`config.mk`:
```
export PLATFORM = sky130hd
export DESIGN_NAME = seq_counter_gen
export DESIGN_NICKNAME = d
export VERILOG_FILES = /design/src/rtl/seq_counter_pkg.sv /design/src/rtl/seq_next_state.sv /design/src/rtl/seq_counter_gen.sv
export SDC_FILE = /design/constraint.sdc
export NUM_CORES = 1
export LEC_CHECK = 0
export CORE_ASPECT_RATIO = 0.9
export CORE_MARGIN = 1
export CORE_UTILIZATION = 47
export CTS_CLUSTER_DIAMETER = 40
export DETAILED_ROUTE_END_ITERATION = 10
export GPL_ROUTABILITY_DRIVEN = 0
export PLACE_DENSITY = 0.71
export REMOVE_ABC_BUFFERS = 1
export SLEW_MARGIN = 0
export SYNTH_ARGS = -nofsm -noshare
export SYNTH_HDL_FRONTEND = slang
export SYNTH_SLANG_ARGS = --single-unit
```
`constraint.sdc`:
```
create_clock -name CLK -period 1.96 [get_ports CLK]
set_input_delay 0.392 -clock CLK [delete_from_list [all_inputs] [get_ports CLK]]
set_output_delay 0.392 -clock CLK [all_outputs]
set_load 0.05 [all_outputs]
```
`src/rtl/seq_counter_pkg.sv`:
```
// Shared mode encodings and per-mode seed values for the sequence counter.
package seq_counter_pkg;

   localparam int MAX_W = 16;

   localparam logic [2:0] MODE_BIN_UP   = 3'd0;
   localparam logic [2:0] MODE_BIN_DOWN = 3'd1;
   localparam logic [2:0] MODE_GRAY     = 3'd2;
   localparam logic [2:0] MODE_RING     = 3'd3;
   localparam logic [2:0] MODE_JOHNSON  = 3'd4;
   localparam logic [2:0] MODE_LFSR     = 3'd5;

   // Seed is 1 for the one-hot and LFSR sequences (0 would lock them up), 0 otherwise.
   function automatic logic [MAX_W-1:0] seed(input logic [2:0] mode, input int width);
      logic [MAX_W:0]   lim;
      logic [MAX_W-1:0] base;
      lim  = (MAX_W+1)'(1) << width;
      base = (mode == MODE_RING || mode == MODE_LFSR) ? MAX_W'(1) : '0;
      return base & MAX_W'(lim - (MAX_W+1)'(1));
   endfunction

endpackage

```
`src/rtl/seq_next_state.sv`:
```
// Combinational successor and terminal-count decode for every counter mode.
module seq_next_state
   import seq_counter_pkg::*;
#(
   parameter int               WIDTH   = 4,
   parameter int               MODULUS = 16,
   parameter logic [WIDTH-1:0] TAPS    = WIDTH'(4'b1001)
) (
   input  logic [WIDTH-1:0] s,
   input  logic [2:0]       mode,
   output logic [WIDTH-1:0] nxt,
   output logic             tc
);

   // MODULUS-1 is formed in integer arithmetic so MODULUS=2^WIDTH does not overflow.
   localparam logic [WIDTH-1:0] MOD_M1  = WIDTH'(MODULUS - 1);
   localparam logic [WIDTH-1:0] ONE     = WIDTH'(1);
   localparam logic [WIDTH-1:0] MSB_ONE = ONE << (WIDTH - 1);

   logic             fb;
   logic [WIDTH-1:0] lfsr_nxt;

   always_comb begin
      fb       = ^(s & TAPS);
      lfsr_nxt = {s[WIDTH-2:0], fb};
      nxt      = s;
      tc       = 1'b0;
      case (mode)
         MODE_BIN_UP, MODE_GRAY: begin
            nxt = (s == MOD_M1) ? '0 : s + ONE;
            tc  = (s == MOD_M1);
         end
         MODE_BIN_DOWN: begin
            nxt = (s == '0) ? MOD_M1 : s - ONE;
            tc  = (s == '0);
         end
         MODE_RING: begin
            nxt = {s[WIDTH-2:0], s[WIDTH-1]};
            tc  = (s == MSB_ONE);
         end
         MODE_JOHNSON: begin
            nxt = {s[WIDTH-2:0], ~s[WIDTH-1]};
            tc  = (s == MSB_ONE);
         end
         MODE_LFSR: begin
            nxt = lfsr_nxt;
            tc  = (lfsr_nxt == ONE);
         end
         default: ;
      endcase
   end

endmodule

```
`src/rtl/seq_counter_gen.sv`:
```
// Multi-mode sequence counter: state/mode registers, edge priority, load
// correction and Gray output mapping around the seq_next_state decoder.
module seq_counter_gen
   import seq_counter_pkg::*;
#(
   parameter int               WIDTH   = 4,
   parameter int               MODULUS = 16,
   parameter logic [WIDTH-1:0] TAPS    = WIDTH'(4'b1001)
) (
   input  logic             CLK,
   input  logic             RST,
   input  logic             EN,
   input  logic             LOAD,
   input  logic [WIDTH-1:0] D,
   input  logic [2:0]       MODE,
   output logic [WIDTH-1:0] Q,
   output logic             TC,
   output logic             WRAP
);

   localparam logic [WIDTH-1:0] MOD_M1 = WIDTH'(MODULUS - 1);
   localparam logic [WIDTH-1:0] ONE    = WIDTH'(1);

   logic [WIDTH-1:0] s_q, s_d;
   logic [2:0]       mode_q, mode_d;
   logic             wrap_q, wrap_d;
   logic [WIDTH-1:0] nxt;
   logic [WIDTH-1:0] seed_val;
   logic [WIDTH-1:0] load_val;

   seq_next_state #(
      .WIDTH   (WIDTH),
      .MODULUS (MODULUS),
      .TAPS    (TAPS)
   ) u_next (
      .s    (s_q),
      .mode (mode_q),
      .nxt  (nxt),
      .tc   (TC)
   );

   // Reserved modes keep whatever state is already present.
   always_comb begin
      seed_val = (MODE > MODE_LFSR) ? s_q : WIDTH'(seed(MODE, WIDTH));
   end

   always_comb begin
      load_val = D;
      case (mode_q)
         MODE_BIN_UP, MODE_BIN_DOWN, MODE_GRAY: load_val = (D > MOD_M1) ? '0 : D;
         MODE_RING, MODE_LFSR:                  load_val = (D == '0) ? ONE : D;
         default: ;
      endcase
   end

   always_comb begin
      s_d    = s_q;
      mode_d = mode_q;
      wrap_d = 1'b0;
      if (MODE != mode_q) begin
         mode_d = MODE;
         s_d    = seed_val;
      end else if (LOAD) begin
         s_d = load_val;
      end else if (EN) begin
         s_d    = nxt;
         wrap_d = TC;
      end
   end

   always_ff @(posedge CLK) begin
      if (!RST) begin
         mode_q <= MODE;
         s_q    <= seed_val;
         wrap_q <= 1'b0;
      end else begin
         mode_q <= mode_d;
         s_q    <= s_d;
         wrap_q <= wrap_d;
      end
   end

   always_comb begin
      Q = (mode_q == MODE_GRAY) ? (s_q ^ (s_q >> 1)) : s_q;
   end

   assign WRAP = wrap_q;

endmodule
```
==> results of run 1 <==
## area by class of cell
type                            count  area (um^2)
Timing Repair Buffer               43        404.1
Inverter                            6        22.52
Clock buffer                        4        26.28
Tap cell                           25        31.28
Fill cell                         120        493.0
Sequential cell                     8        230.2
Multi-Input combinational cell     83        725.7
## stage by stage
stage	power (mW)	instance area, um^2
floorplan	0.4240	932.1
global placement	0.5585	1229
detailed placement	0.5629	1229
CTS	0.7354	1360
global route	0.8097	1440
finish	0.7762	1440
## final timing paths
kind / start / to / slack (ns)
min: s_q[1] / s_q[1] / 0.80
min reg2reg: s_q[1] / s_q[1] / 0.80
max: mode_q[1] / TC / -0.08
max reg2reg: mode_q[1] / s_q[0] / 0.05
## metal layers
layer  GRT usage  share of wire  up-vias
li1            -              -      455
met1      0.3299           0.42      476
met2      0.4541           0.49       56
met3     0.02694          0.060       12
met4      0.1829          0.032        0
met5           0              0        -
## cell usage after synthesis (2+ instances only)
cell type   n
ha_1        9
nor2_1      4
nand4_1     4
mux2_2      4
nand3b_1    3
o31ai_1     2
a31oi_1     2
inv_1       6
nand2_1    10
o21ai_0     5
nand3_1     2
a21oi_1     3
edfxtp_1    7
xnor2_1     4
nand2b_1    6
buf_4       2
nor2b_1     2
## state kept, by name, summed over array words and instances, names as in the netlist
signal  count
s_q         4
mode_q      3
WRAP        1
## worst reg2reg max path, cell delays in order (launching register included)
cell	delay, ns
edfxtp_1	0.52
buf_6	0.18
buf_4	0.13
buf_4	0.15
nand3b_1	0.08
o21ai_1	0.11
a2111oi_2	0.36
o31ai_2	0.12
## what timing repair did
item                                    CTS  global route
endpoints found under the setup margin    4             9
buffers inserted                         10             8
pin swaps                                 3             4
resized for setup                         8             4
## logic make-up after synthesis
family                     count (synthesis)  share of synthesized area
muxes                                      4                    0.04657
xor gates and xnor gates                   6                    0.06210
and+or+nand+nor                           41                     0.2691
DFF                                        8                     0.2380
adders and majority gates                  9                     0.1164
buffers and inverters                     11                    0.05949
AOI/OAI and AO/OA                         23                     0.2083
## power breakdown
| group | leakage (nW) | switching (mW) | internal (mW) |
|---|---|---|---|
| Sequential | 0.0872 | 0.0187 | 0.201 |
| Combinational | 0.497 | 0.210 | 0.206 |
| Clock | 0.0150 | 0.0631 | 0.0783 |
| Total | 0.599 | 0.291 | 0.485 |
## layout by cell type, fill, tap and decap left out, types with 2 or more instances in the layout
cell,n
buf_4,27
clkdlybuf4s50_1,11
nand2_1,10
ha_1,7
edfxtp_1,7
nand2b_1,5
inv_1,4
nor2_1,4
nand4_1,4
buf_12,4
nand3b_1,3
mux2_2,3
xnor2_2,3
o21ai_0,3
a21oi_1,3
clkbuf_4,3
nand3_1,2
o21ai_1,2
nor3b_2,2
a31oi_1,2
nor2b_1,2
o31ai_1,2
inv_2,2
xnor2_1,2
==> impl_metrics.toml, run 1 <==
[place]
place_inst = 147
pre_cts_ws_ns = -0.02463
dpl.hpwl_mm = 1.834
port_buffers = 16

[detailed_routing]
wl_per_cell_um = 17.15
postRouteAntennaNets = 0
drtIter0Drc = 52
vias = 999
drc = 0
vias_per_cell = 5.911
wl_mm = 2.898
dr.pass1.iters = 4

[synthesis]
synthDistinctLibCells = 44
synthTopCellsByArea = "edfxtp_1, ha_1, mux2_2"
async_reset_ff_frac = 0
syn_avg_cell_area_um2 = 9.482
ys_seq_elements = 8
yosysSeqAreaShare = 0.2380
yosys.area.top_type = "edfxtp_1"
syn_inst = 102
syn_area_um2 = 967.2
yosysWarnings = 0
synth_top_area_frac = 0.2173
synth_edf_count = 7
ys.flop_type = "edfxtp_1"

[setup_path]
worst_setup_path_end_kind = "output pin"
critPathKind = "reg2out"
r2r_cells = 7
path_depth = 6
max_stage_delay_ns = 0.52
crit_chain = "buf_6 -> nand3b_1 -> o21ai_1 -> nand3_1 -> nand4_1 -> buf_12"
crit_family = "flip-flops"
worst-path-buf-inv = 2
arrival_ns = 1.65
critPathSlowestCell = "edfxtp_1"
crit_path_start_kind = "flop"
worstPathRequired_ns = 1.57
path_max_fanout = 6

[sta]
worst_pin_slew_ns = 0.4849
finalCritPeriodShare = 1.043
rsz0062_at_grt = "true"
setup_tns_ns = -0.08454
setup_viol_count_final = 1
worst_slack_ns = -0.08454
holdWs_ns = 0.7977
post-route-min-period_ns = 2.045
fmax_mhz = 489.1
slew_headroom = 0.6757
fin_worst_skew_ns = 0.004657
hold_violations = 0
maxSlewViolCount = 0

[finish]
fin_nets = 165
synthToLayoutAreaGrowth_pct = 48.90
antenna_cells = 0
fin_util = 0.7450
drive_gt1_frac = 0.4097
instances_no_fill = 169

[floorplanning]
row_count = 15
die_h_um = 45.04
die_area_um2 = 2243
die_w_um = 49.82
core_um2 = 1933
start_util = 0.5003
ios = 17

[clock_network]
cts-root-buf = "clkbuf_4"
cts_sinks = 8
cts_inserted_buffers = 3
clk_pin_slew_worst_paths_ns = 0.06
cts_tree = "built"
ctsHtreeMaxLevel = 1
cts_buffer_depth = 2
insertion_delay_ns = 0.26
postCtsHoldBufs = 0

[pwr]
power.density_nw_per_um2 = 539.0
ir_worst_vdd_mv = 0.3515
power_leakage_nw = 0.5989

[global_route]
antenna_found_initial = 0
grt_max_degree = 13
grt_overflow = 0
grt_pass1_wl_mm = 4.388
grt_pass1_vias = 945
track_usage = 0.2687

[run_status]
status = "finished, violations left"
violations = "setup timing"

[worst_hold_path]
whs_path_depth = 3
hp-class = "reg2reg"

[flow_run]
max_cap_violations = 0
No activity file was read; power rests on OpenSTA's default activity.
==> inputs of run 2 (changes only) <==
Settings changed: CORE_ASPECT_RATIO 0.9 to not set, PLACE_DENSITY 0.71 to 0.78.
==> impl_metrics.toml, run 2 (synthesized netlist as in run 1, its figures left out) <==
[detailed_routing]
vias = 1061
wl_per_cell_um = 17.80
dr.pass1.iters = 4
drc = 0
drtIter0Drc = 43
vias_per_cell = 5.894
postRouteAntennaNets = 0
wl_mm = 3.204

[setup_path]
worst_setup_path_end_kind = "output pin"
critPathKind = "reg2out"
crit_chain = "buf_4 -> nor3b_4 -> nand3_2 -> nand4_1 -> buf_12"
critPathSlowestCell = "edfxtp_1"
path_max_fanout = 4
worstPathRequired_ns = 1.57
crit_path_start_kind = "flop"
arrival_ns = 1.61
max_stage_delay_ns = 0.45

[floorplanning]
ios = 17
core_um2 = 1942
die_area_um2 = 2243
row_count = 16
die_w_um = 47.37
start_util = 0.4981
die_h_um = 47.37

[sta]
slew_headroom = 0.6753
finalCritPeriodShare = 1.020
maxSlewViolCount = 0
worst_pin_slew_ns = 0.4855
fmax_mhz = 500.2
holdWs_ns = 0.8572
post-route-min-period_ns = 1.999
hold_violations = 0
setup_viol_count_final = 2
setup_tns_ns = -0.03964
fin_worst_skew_ns = 0.01456
worst_slack_ns = -0.03914
rsz0062_at_grt = "true"

[global_route]
grt_pass1_wl_mm = 4.002
track_usage = 0.2630
antenna_found_initial = 0
grt_pass1_vias = 843
grt_max_degree = 11
grt_overflow = 0

[place]
port_buffers = 16
pre_cts_ws_ns = 0.02839
dpl.hpwl_mm = 1.847

[clock_network]
cts_tree = "built"
cts_sinks = 8
cts_buffer_depth = 2
insertion_delay_ns = 0.26
cts_inserted_buffers = 3
ctsHtreeMaxLevel = 1
clk_pin_slew_worst_paths_ns = 0.05
cts-root-buf = "clkbuf_4"

[pwr]
finalPower_uw = 809.8
p_clk_frac = 0.168
seq_power_share = 0.270
power.density_nw_per_um2 = 533.6
ir_worst_vdd_mv = 0.5058
switchingPower_uw = 299.8
power_leakage_nw = 0.6397
combPwrFrac = 0.561
p_int_uw = 510.0
p_sw_frac = 0.3702

[finish]
fin_nets = 174
layout_common_cells = "buf_4, clkdlybuf4s50_1, nand2_1"
n_fill_cell = 118
largest_reg_flops = 4
multi_input_area_um2 = 729.5
final_common_cell = "buf_4"
drive_gt1_frac = 0.4641
top_register = "s_q"
fin_util = 0.7816
synthToLayoutAreaGrowth_pct = 56.92
antenna_cells = 0
seq_area_um2 = 230.2

[run_status]
violations = "setup timing"
status = "finished, violations left"

[flow_run]
max_cap_violations = 0

[worst_hold_path]
hp-class = "in2reg"
-- run 2: cell count changes in the layout (fill, tap and decap cells not counted), sizes merged --
cell  change
buf       +9
-- run 2: path summary, 6_finish.rpt --
check                               start  cells after the start   endpoint  slack, ns
worst max-delay path            mode_q[1]                      5         TC      -0.04
worst min-delay path                  RST                      2  mode_q[2]       0.86
worst max register to register     s_q[3]                      9       WRAP       0.01
worst min register to register     s_q[3]                      2     s_q[3]       0.86
-- run 2: layer usage --
layer  track usage  wire, um  vias up
li1              -         -      479
met1        0.3433      1315      509
met2        0.4274      1649       69
met3       0.07308       207        4
met4       0.06286        31        0
met5             0         0        -
-- run 2: critical path: cells and delay by family, from the launching register on --
family,cells,cell delay [ns]
AND/OR/NAND/NOR,3,0.55
flip-flops,1,0.45
buffers and inverters,2,0.35
-- run 2: stage by stage --
stage	std cells	cell area [um^2]
6_report	180	1518
5_1_grt	180	1518
4_1_cts	170	1414
3_5_place_dp	149	1231
3_3_place_gp	149	1231
2_1_floorplan	97	932.1
-- run 2: cell type report --
type / count / area share
Tap cell: 27 / 0.02226
Clock buffer: 4 / 0.01731
Timing Repair Buffer: 52 / 0.3133
Inverter: 6 / 0.01484
Sequential cell: 8 / 0.1517
Multi-Input combinational cell: 83 / 0.4806
-- run 2: repair_timing --
item	4_1_cts	5_1_grt
resized for setup	8	12
hold buffers	0	0
pin swaps	2	2
setup buffers	17	11
endpoints found under the setup margin	4	6
-- run 2: power groups by stage --
stage | Clock (mW) | Combinational, mW | Sequential, mW
6_report | 0.136 | 0.455 | 0.219
4_1_cts | 0.137 | 0.396 | 0.220
3_3_place_gp | 0 | 0.325 | 0.230
3_5_place_dp | 0 | 0.331 | 0.229
5_1_grt | 0.151 | 0.476 | 0.220
2_1_floorplan | 0 | 0.186 | 0.238
==> inputs of run 3 (changes only) <==
Settings changed: CORE_MARGIN 1 to not set.
==> results of run 3 <==
No change in the layout: final DEF, timing and power equal those of run 2.
